`src/rtl/robot_pkg.sv`:
```
// Shared robot constants: ranging FSM states, sample error codes and the
// ultrasonic time-of-flight constant used by the scanner and motor_controller.
package robot_pkg;

    localparam int US_PER_CM = 58;

    localparam logic [1:0] ERR_OK       = 2'd0;
    localparam logic [1:0] ERR_NO_ECHO  = 2'd1;
    localparam logic [1:0] ERR_RANGE    = 2'd2;
    localparam logic [1:0] ERR_OVERLONG = 2'd3;

    typedef enum logic [2:0] {
        ST_IDLE,
        ST_TRIG,
        ST_WAIT_ECHO,
        ST_MEASURE,
        ST_SETTLE
    } scan_state_t;

endpackage

```
`src/rtl/us_prescaler.sv`:
```
// Free-running divider producing a one-cycle us_tick every CLK_HZ/1e6 clocks.
module us_prescaler #(
    parameter int CLK_HZ = 125_000_000
) (
    input  logic clk,
    input  logic reset_n,
    output logic us_tick
);

    localparam int DIV = CLK_HZ / 1_000_000;
    localparam int CW  = (DIV > 1) ? $clog2(DIV) : 1;
    localparam logic [CW-1:0] LAST = CW'(DIV - 1);

    logic [CW-1:0] cnt_q;

    always_ff @(posedge clk or negedge reset_n) begin
        if (!reset_n) begin
            cnt_q <= '0;
        end else if (cnt_q == LAST) begin
            cnt_q <= '0;
        end else begin
            cnt_q <= cnt_q + 1'b1;
        end
    end

    assign us_tick = (cnt_q == LAST);

endmodule

```
`src/rtl/hc_sr04_scanner.sv`:
```
// Round-robin HC-SR04 ranging engine: triggers each masked sensor in turn,
// times its echo in whole cm and keeps the last in-range distance per channel.
module hc_sr04_scanner
    import robot_pkg::*;
#(
    parameter int N_SENSORS     = 3,
    parameter int CLK_HZ        = 125_000_000,
    parameter int DIST_W        = 16,
    parameter int TRIG_US       = 10,
    parameter int ECHO_START_US = 1000,
    parameter int ECHO_MAX_US   = 23200,
    parameter int SETTLE_US     = 20000,
    parameter int MIN_CM        = 2,
    parameter int MAX_CM        = 400,
    parameter int DEFAULT_CM    = 25,
    localparam int SEL_W        = (N_SENSORS > 1) ? $clog2(N_SENSORS) : 1
) (
    input  logic                        clk_125mhz,
    input  logic                        reset_n,
    input  logic                        enable,
    input  logic [N_SENSORS-1:0]        ch_mask,
    input  logic [N_SENSORS-1:0]        echo,
    output logic [N_SENSORS-1:0]        trig,
    output logic [N_SENSORS*DIST_W-1:0] distance,
    output logic [N_SENSORS-1:0]        valid,
    output logic                        sample_ready,
    output logic [SEL_W-1:0]            sample_ch,
    output logic [1:0]                  sample_err,
    output logic [2:0]                  fsm_state
);

    localparam int M1     = (TRIG_US > ECHO_START_US) ? TRIG_US : ECHO_START_US;
    localparam int M2     = (ECHO_MAX_US > SETTLE_US) ? ECHO_MAX_US : SETTLE_US;
    localparam int CNT_W  = $clog2(((M1 > M2) ? M1 : M2) + 1);
    localparam logic [CNT_W-1:0]  TRIG_LAST   = CNT_W'(TRIG_US - 1);
    localparam logic [CNT_W-1:0]  START_LAST  = CNT_W'(ECHO_START_US - 1);
    localparam logic [CNT_W-1:0]  MAX_LAST    = CNT_W'(ECHO_MAX_US - 1);
    localparam logic [CNT_W-1:0]  SETTLE_LAST = CNT_W'(SETTLE_US - 1);
    localparam logic [5:0]        SUB_LAST    = 6'(US_PER_CM - 1);
    localparam logic [DIST_W-1:0] MIN_V       = DIST_W'(MIN_CM);
    localparam logic [DIST_W-1:0] MAX_V       = DIST_W'(MAX_CM);
    localparam logic [DIST_W-1:0] DEF_V       = DIST_W'(DEFAULT_CM);
    localparam logic [DIST_W-1:0] CM_SAT      = {DIST_W{1'b1}};

    scan_state_t         state_q, state_d;
    logic [SEL_W-1:0]    ch_q, ch_d;
    logic [CNT_W-1:0]    us_q, us_d;
    logic [5:0]          sub_q, sub_d;
    logic [DIST_W-1:0]   cm_q, cm_d;
    logic [DIST_W-1:0]   dist_q [N_SENSORS];
    logic [N_SENSORS-1:0] echo_s, echo_prev, trig_d;
    logic [1:0]          err_d;
    logic                done, accept, us_tick, echo_rise, echo_fall;

    us_prescaler #(.CLK_HZ(CLK_HZ)) u_prescaler (
        .clk     (clk_125mhz),
        .reset_n (reset_n),
        .us_tick (us_tick)
    );

    for (genvar k = 0; k < N_SENSORS; k++) begin : g_sync
        logic s1, s2;
        always_ff @(posedge clk_125mhz or negedge reset_n) begin
            if (!reset_n) begin
                s1 <= 1'b0;
                s2 <= 1'b0;
            end else begin
                s1 <= echo[k];
                s2 <= s1;
            end
        end
        assign echo_s[k] = s2;
        assign distance[k*DIST_W +: DIST_W] = dist_q[k];
    end

    // First masked channel strictly after 'last', wrapping; last itself comes last.
    function automatic logic [SEL_W-1:0] next_channel(input logic [SEL_W-1:0] last,
                                                      input logic [N_SENSORS-1:0] mask);
        logic [SEL_W-1:0] pick;
        logic             found;
        int               idx;
        pick  = last;
        found = 1'b0;
        for (int i = 1; i <= N_SENSORS; i++) begin
            idx = (int'(last) + i) % N_SENSORS;
            if (!found && mask[SEL_W'(idx)]) begin
                pick  = SEL_W'(idx);
                found = 1'b1;
            end
        end
        return pick;
    endfunction

    assign echo_rise = echo_s[ch_q] & ~echo_prev[ch_q];
    assign echo_fall = ~echo_s[ch_q] & echo_prev[ch_q];
    assign fsm_state = state_q;

    // sample_ready is a one-cycle strobe; sample_ch/sample_err are valid with it and
    // hold until the next strobe. There is no back-pressure.
    always_comb begin
        state_d = state_q;
        ch_d    = ch_q;
        us_d    = us_q;
        sub_d   = sub_q;
        cm_d    = cm_q;
        done    = 1'b0;
        accept  = 1'b0;
        err_d   = ERR_OK;
        trig_d  = '0;
        case (state_q)
            ST_IDLE: begin
                // Starting on a tick aligns the trigger with whole prescaler periods.
                if (enable && (|ch_mask) && us_tick) begin
                    ch_d    = next_channel(ch_q, ch_mask);
                    us_d    = '0;
                    state_d = ST_TRIG;
                end
            end
            ST_TRIG: begin
                if (us_tick) begin
                    if (us_q == TRIG_LAST) begin
                        us_d    = '0;
                        state_d = ST_WAIT_ECHO;
                    end else begin
                        us_d = us_q + 1'b1;
                    end
                end
            end
            ST_WAIT_ECHO: begin
                if (echo_rise) begin
                    us_d    = '0;
                    sub_d   = '0;
                    cm_d    = '0;
                    state_d = ST_MEASURE;
                end else if (us_tick) begin
                    if (us_q == START_LAST) begin
                        us_d    = '0;
                        done    = 1'b1;
                        err_d   = ERR_NO_ECHO;
                        state_d = ST_SETTLE;
                    end else begin
                        us_d = us_q + 1'b1;
                    end
                end
            end
            ST_MEASURE: begin
                if (us_tick) begin
                    us_d = us_q + 1'b1;
                    if (sub_q == SUB_LAST) begin
                        sub_d = '0;
                        if (cm_q != CM_SAT) cm_d = cm_q + 1'b1;
                    end else begin
                        sub_d = sub_q + 1'b1;
                    end
                end
                // cm_d already includes a tick landing in the fall cycle.
                if (echo_fall) begin
                    us_d    = '0;
                    done    = 1'b1;
                    state_d = ST_SETTLE;
                    if (cm_d >= MIN_V && cm_d <= MAX_V) begin
                        accept = 1'b1;
                        err_d  = ERR_OK;
                    end else begin
                        err_d  = ERR_RANGE;
                    end
                end else if (us_tick && us_q == MAX_LAST) begin
                    us_d    = '0;
                    done    = 1'b1;
                    err_d   = ERR_OVERLONG;
                    state_d = ST_SETTLE;
                end
            end
            ST_SETTLE: begin
                if (us_tick) begin
                    if (us_q == SETTLE_LAST) begin
                        us_d    = '0;
                        state_d = ST_IDLE;
                    end else begin
                        us_d = us_q + 1'b1;
                    end
                end
            end
            default: state_d = ST_IDLE;
        endcase
        if (state_d == ST_TRIG) trig_d[ch_d] = 1'b1;
    end

    always_ff @(posedge clk_125mhz or negedge reset_n) begin
        if (!reset_n) begin
            state_q      <= ST_IDLE;
            ch_q         <= SEL_W'(N_SENSORS - 1);
            us_q         <= '0;
            sub_q        <= '0;
            cm_q         <= '0;
            echo_prev    <= '0;
            trig         <= '0;
            valid        <= '0;
            sample_ready <= 1'b0;
            sample_ch    <= '0;
            sample_err   <= ERR_OK;
            for (int k = 0; k < N_SENSORS; k++) dist_q[k] <= DEF_V;
        end else begin
            state_q      <= state_d;
            ch_q         <= ch_d;
            us_q         <= us_d;
            sub_q        <= sub_d;
            cm_q         <= cm_d;
            echo_prev    <= echo_s;
            trig         <= trig_d;
            sample_ready <= done;
            if (done) begin
                sample_ch  <= ch_q;
                sample_err <= err_d;
            end
            if (accept) begin
                dist_q[ch_q] <= cm_d;
                valid[ch_q]  <= 1'b1;
            end
        end
    end

endmodule

```
`config.mk`:
```
export PLATFORM = sky130hd
export DESIGN_NAME = hc_sr04_scanner
export DESIGN_NICKNAME = d
export VERILOG_FILES = /design/src/rtl/robot_pkg.sv /design/src/rtl/us_prescaler.sv /design/src/rtl/hc_sr04_scanner.sv
export SDC_FILE = /design/constraint.sdc
export NUM_CORES = 1
export LEC_CHECK = 0
export CORE_UTILIZATION = 49
export CTS_CLUSTER_DIAMETER = 100
export DETAILED_ROUTE_END_ITERATION = 16
export PLACE_DENSITY = 0.74
export SLEW_MARGIN = 30
export SYNTH_ARGS = -nofsm -noshare
export SYNTH_HDL_FRONTEND = slang
export SYNTH_SLANG_ARGS = --single-unit
```
`constraint.sdc`:
```
create_clock -name clk_125mhz -period 4.6 [get_ports clk_125mhz]
set_input_delay 0.69 -clock clk_125mhz [delete_from_list [all_inputs] [get_ports clk_125mhz]]
set_output_delay 0.69 -clock clk_125mhz [all_outputs]
set_load 0.01 [all_outputs]
```
==> metrics.csv <==
metric,value,unit
Clock Root Buffer,clkbuf_16,
"flops & latches, synth",117,
# DRC,0,
cell area after layout,7210,um2
post-synthesis adder-cell area fraction,2.58,%
DP Area,6620,um2
clock-pin slew on the worst setup and hold paths,0.06,ns
Non-Filler Instances,778,
post-synthesis compound-gate area fraction,16.9,%
Setup-failing EPs final,0,
1st-pass router iterations,5,
Critical-path top delay cell,a2111oi_4,
cts bufs inserted,17,
CTS sink count,117,
crit path time final,3.74,ns
CP startpoint kind,flip-flop,
XOR/XNOR share of the synthesized area,1.21,%
Iter 0 DRT Violations,372,
die extent in x,111,um
drt wl/cell,17.1,um
DIE AREA,12300,um2
largest family of logic cells by synthesized area,simple AND/OR/NAND/NOR gates,
Crit path buffers/inverters,1,
"EDFF count, synth",0,
fillers,902,
Main synth FF type,dfrtp_1,
Post-DRT Antenna Nets,0,
sequential element share of the synthesized area,50.6,%
Finished Core Util,62.9,%
Cell Rows,39,
Reg2Reg Setup Slack,0.86,ns
TritonCTS clock tree,yes,
GPL Wtd Cong,0.890,
cells after synthesis,550,
"Distinct cells, synth",63,
diodes inserted,0,
cells resized by post-CTS repair,0,
largest net degree at the start of global routing,87,
P per Cell Area,332,nW/um2
pre-CTS setup slack,0.653,ns
"most common cell after layout, fill and taps aside",dfrtp_1,
final hold violation count,0,
P&R area growth vs syn,24.0,%
Pins Over Slew Limit,0,
H-Tree Depth,4,
"Largest stage delay, worst path",0.80,ns
NumNets Final,643,
hold_buf cts,0,
Starting Density,50.7,%
Synth Cell Area,5810,um2
Fmax achieved,267,MHz
layout cells sized above 1,15.4,%
CORE AREA,11500,um2
initial antenna violation count,0,
final period utilization,81.3,%
top cell type by total area after synthesis,dfrtp_1,
worst hold path type,primary input to asynchronous set/reset pin,
DR vias,4628,
CP Class,flip-flop to flip-flop,
postcts setup bufs,0,
status,finished clean,
LEAKAGE,3.03,nW
"Req. time, crit path",4.90,ns
Max Cap Viol,0,
IO Pins,71,
Clock Path Buffers,2,
synth top area cells,"dfrtp_1, mux2_2, o21ai_0",
GRT Resource Usage Total,23.1,%
PortBufs,70,
die height,111,um
Yosys warning total,0,
RSZ-0062 raised after global routing,false,
Syn Area/Cell,10.6,um2
"Arr. time, crit path",4.04,ns
"commonest cells after routing, fill and taps aside","dfrtp_1, clkdlybuf4s50_1, o21ai_0, nand2_1, nor2b_1",
Top delay family on crit path,compound AO/OA/AOI/OAI gates,
Post-Place Cells,746,
post-DR vias/cell,5.95,
DPL Wire Length,9.23,mm
"FFs w/ async S/R, synth",100,%
Worst Max-Slew Pin Slew,0.835,ns
vias in the first global route,4500,
first-pass GRT wire length,22.5,mm
Crit. End Element,flip-flop,
Post-Synth Simple-Gate Area,19.9,%
post-synthesis mux area share,5.96,%
crit-path max FO,13,
Final WS setup,0.862,ns
Max-slew headroom,44.4,%
post-route setup TNS,0,ns
Worst-Skew Late Latency,0.42,ns
peak supply drop,0.303,mV
skew final,0.00574,ns
global route overflow,0,
crit path cell chain,ha_1 > nand3_1 > buf_4 > nor4_2 > nor2_1 > a31oi_1 > o221ai_2 > a2111oi_4 > mux2_2,
WL final,13.3,mm
Mapped Nets,571,
share of the synthesized area in the top cell type,46.1,%
==> power by group <==
part / internal [mW] / switching, mW
combinational: 0.0210 / 0.0384
sequential: 1.04 / 0.00376
clock: 0.767 / 0.530
total: 1.82 / 0.573
==> registers in the layout, indices dropped and copies added (netlist names), 3 cells and up <==
signal and flops:
distance 48, fsm_state 3, g_sync.s2 3, us_q 15
cm_q 16, sub_q 6, echo_prev 3, g_sync.s1 3
u_prescaler.cnt_q 7, trig 3, valid 3
==> cell usage after synthesis (7+ instances only) <==
cell type	number
and4_1	7
nor2b_1	32
nand2_1	43
mux2_2	26
nor4_1	9
o31ai_1	9
dfstp_2	10
or2_2	9
dfrtp_1	107
o21ai_0	56
a22o_1	8
nand2b_1	7
nor3_1	13
ha_1	12
nor2_1	25
a21oi_1	14
a31oi_1	9
nand4_1	14
inv_1	12
clkbuf_1	14
nand3_1	18
and3_1	10
==> layer usage <==
layer  vias up  global-route usage, %  routed length, um
li1       2180                      -                  -
met3        23                   5.85                790
met4         0                   10.4                265
met1      2263                   29.0               5640
met2       162                   37.5               6590
met5         -                      0                  0
==> worst paths after layout <==
| check | start | end | depth (start not counted) |
|---|---|---|---|
| hold reg to reg | g_sync[2].s1 | g_sync[2].s2 | 0 |
| min in group clk_125mhz | g_sync[2].s1 | g_sync[2].s2 | 0 |
| hold / removal | reset_n | valid[0] | 1 |
| max in group asynchronous | reset_n | us_q[5] | 2 |
| setup / recovery | cm_q[0] | distance[6] | 9 |
| setup reg to reg | cm_q[0] | distance[6] | 9 |
==> cell families (layout without fill, tap and decap cells) <==
group / Yosys count / count (layout)
xor+xnor: 8 / 8
simple gates: 207 / 207
fa+ha+maj: 12 / 12
compound gates: 140 / 140
flops: 117 / 117
mux: 31 / 31
buf+inv: 35 / 120
==> through the flow <==
stage / power, mW / hold slack [ns]
2_1_floorplan: 1.08 / 0.331
3_3_place_gp: 1.12 / 0.333
3_5_place_dp: 1.12 / 0.337
4_1_cts: 2.43 / 0.344
5_1_grt: 2.48 / 0.362
6_report: 2.40 / 0.317
==> layout make-up <==
type                       instances  area, um2  share of cell area [%]
clock inverter                    15        160                    2.22
tap                              143        179                    2.48
clock buffer                      17        425                    5.90
inverter                          12       45.0                   0.625
multi-input combinational        398       2710                    37.6
timing repair buffer              76        747                    10.4
sequential                       117       2940                    40.8
No activity file was read; power rests on OpenSTA's default activity.
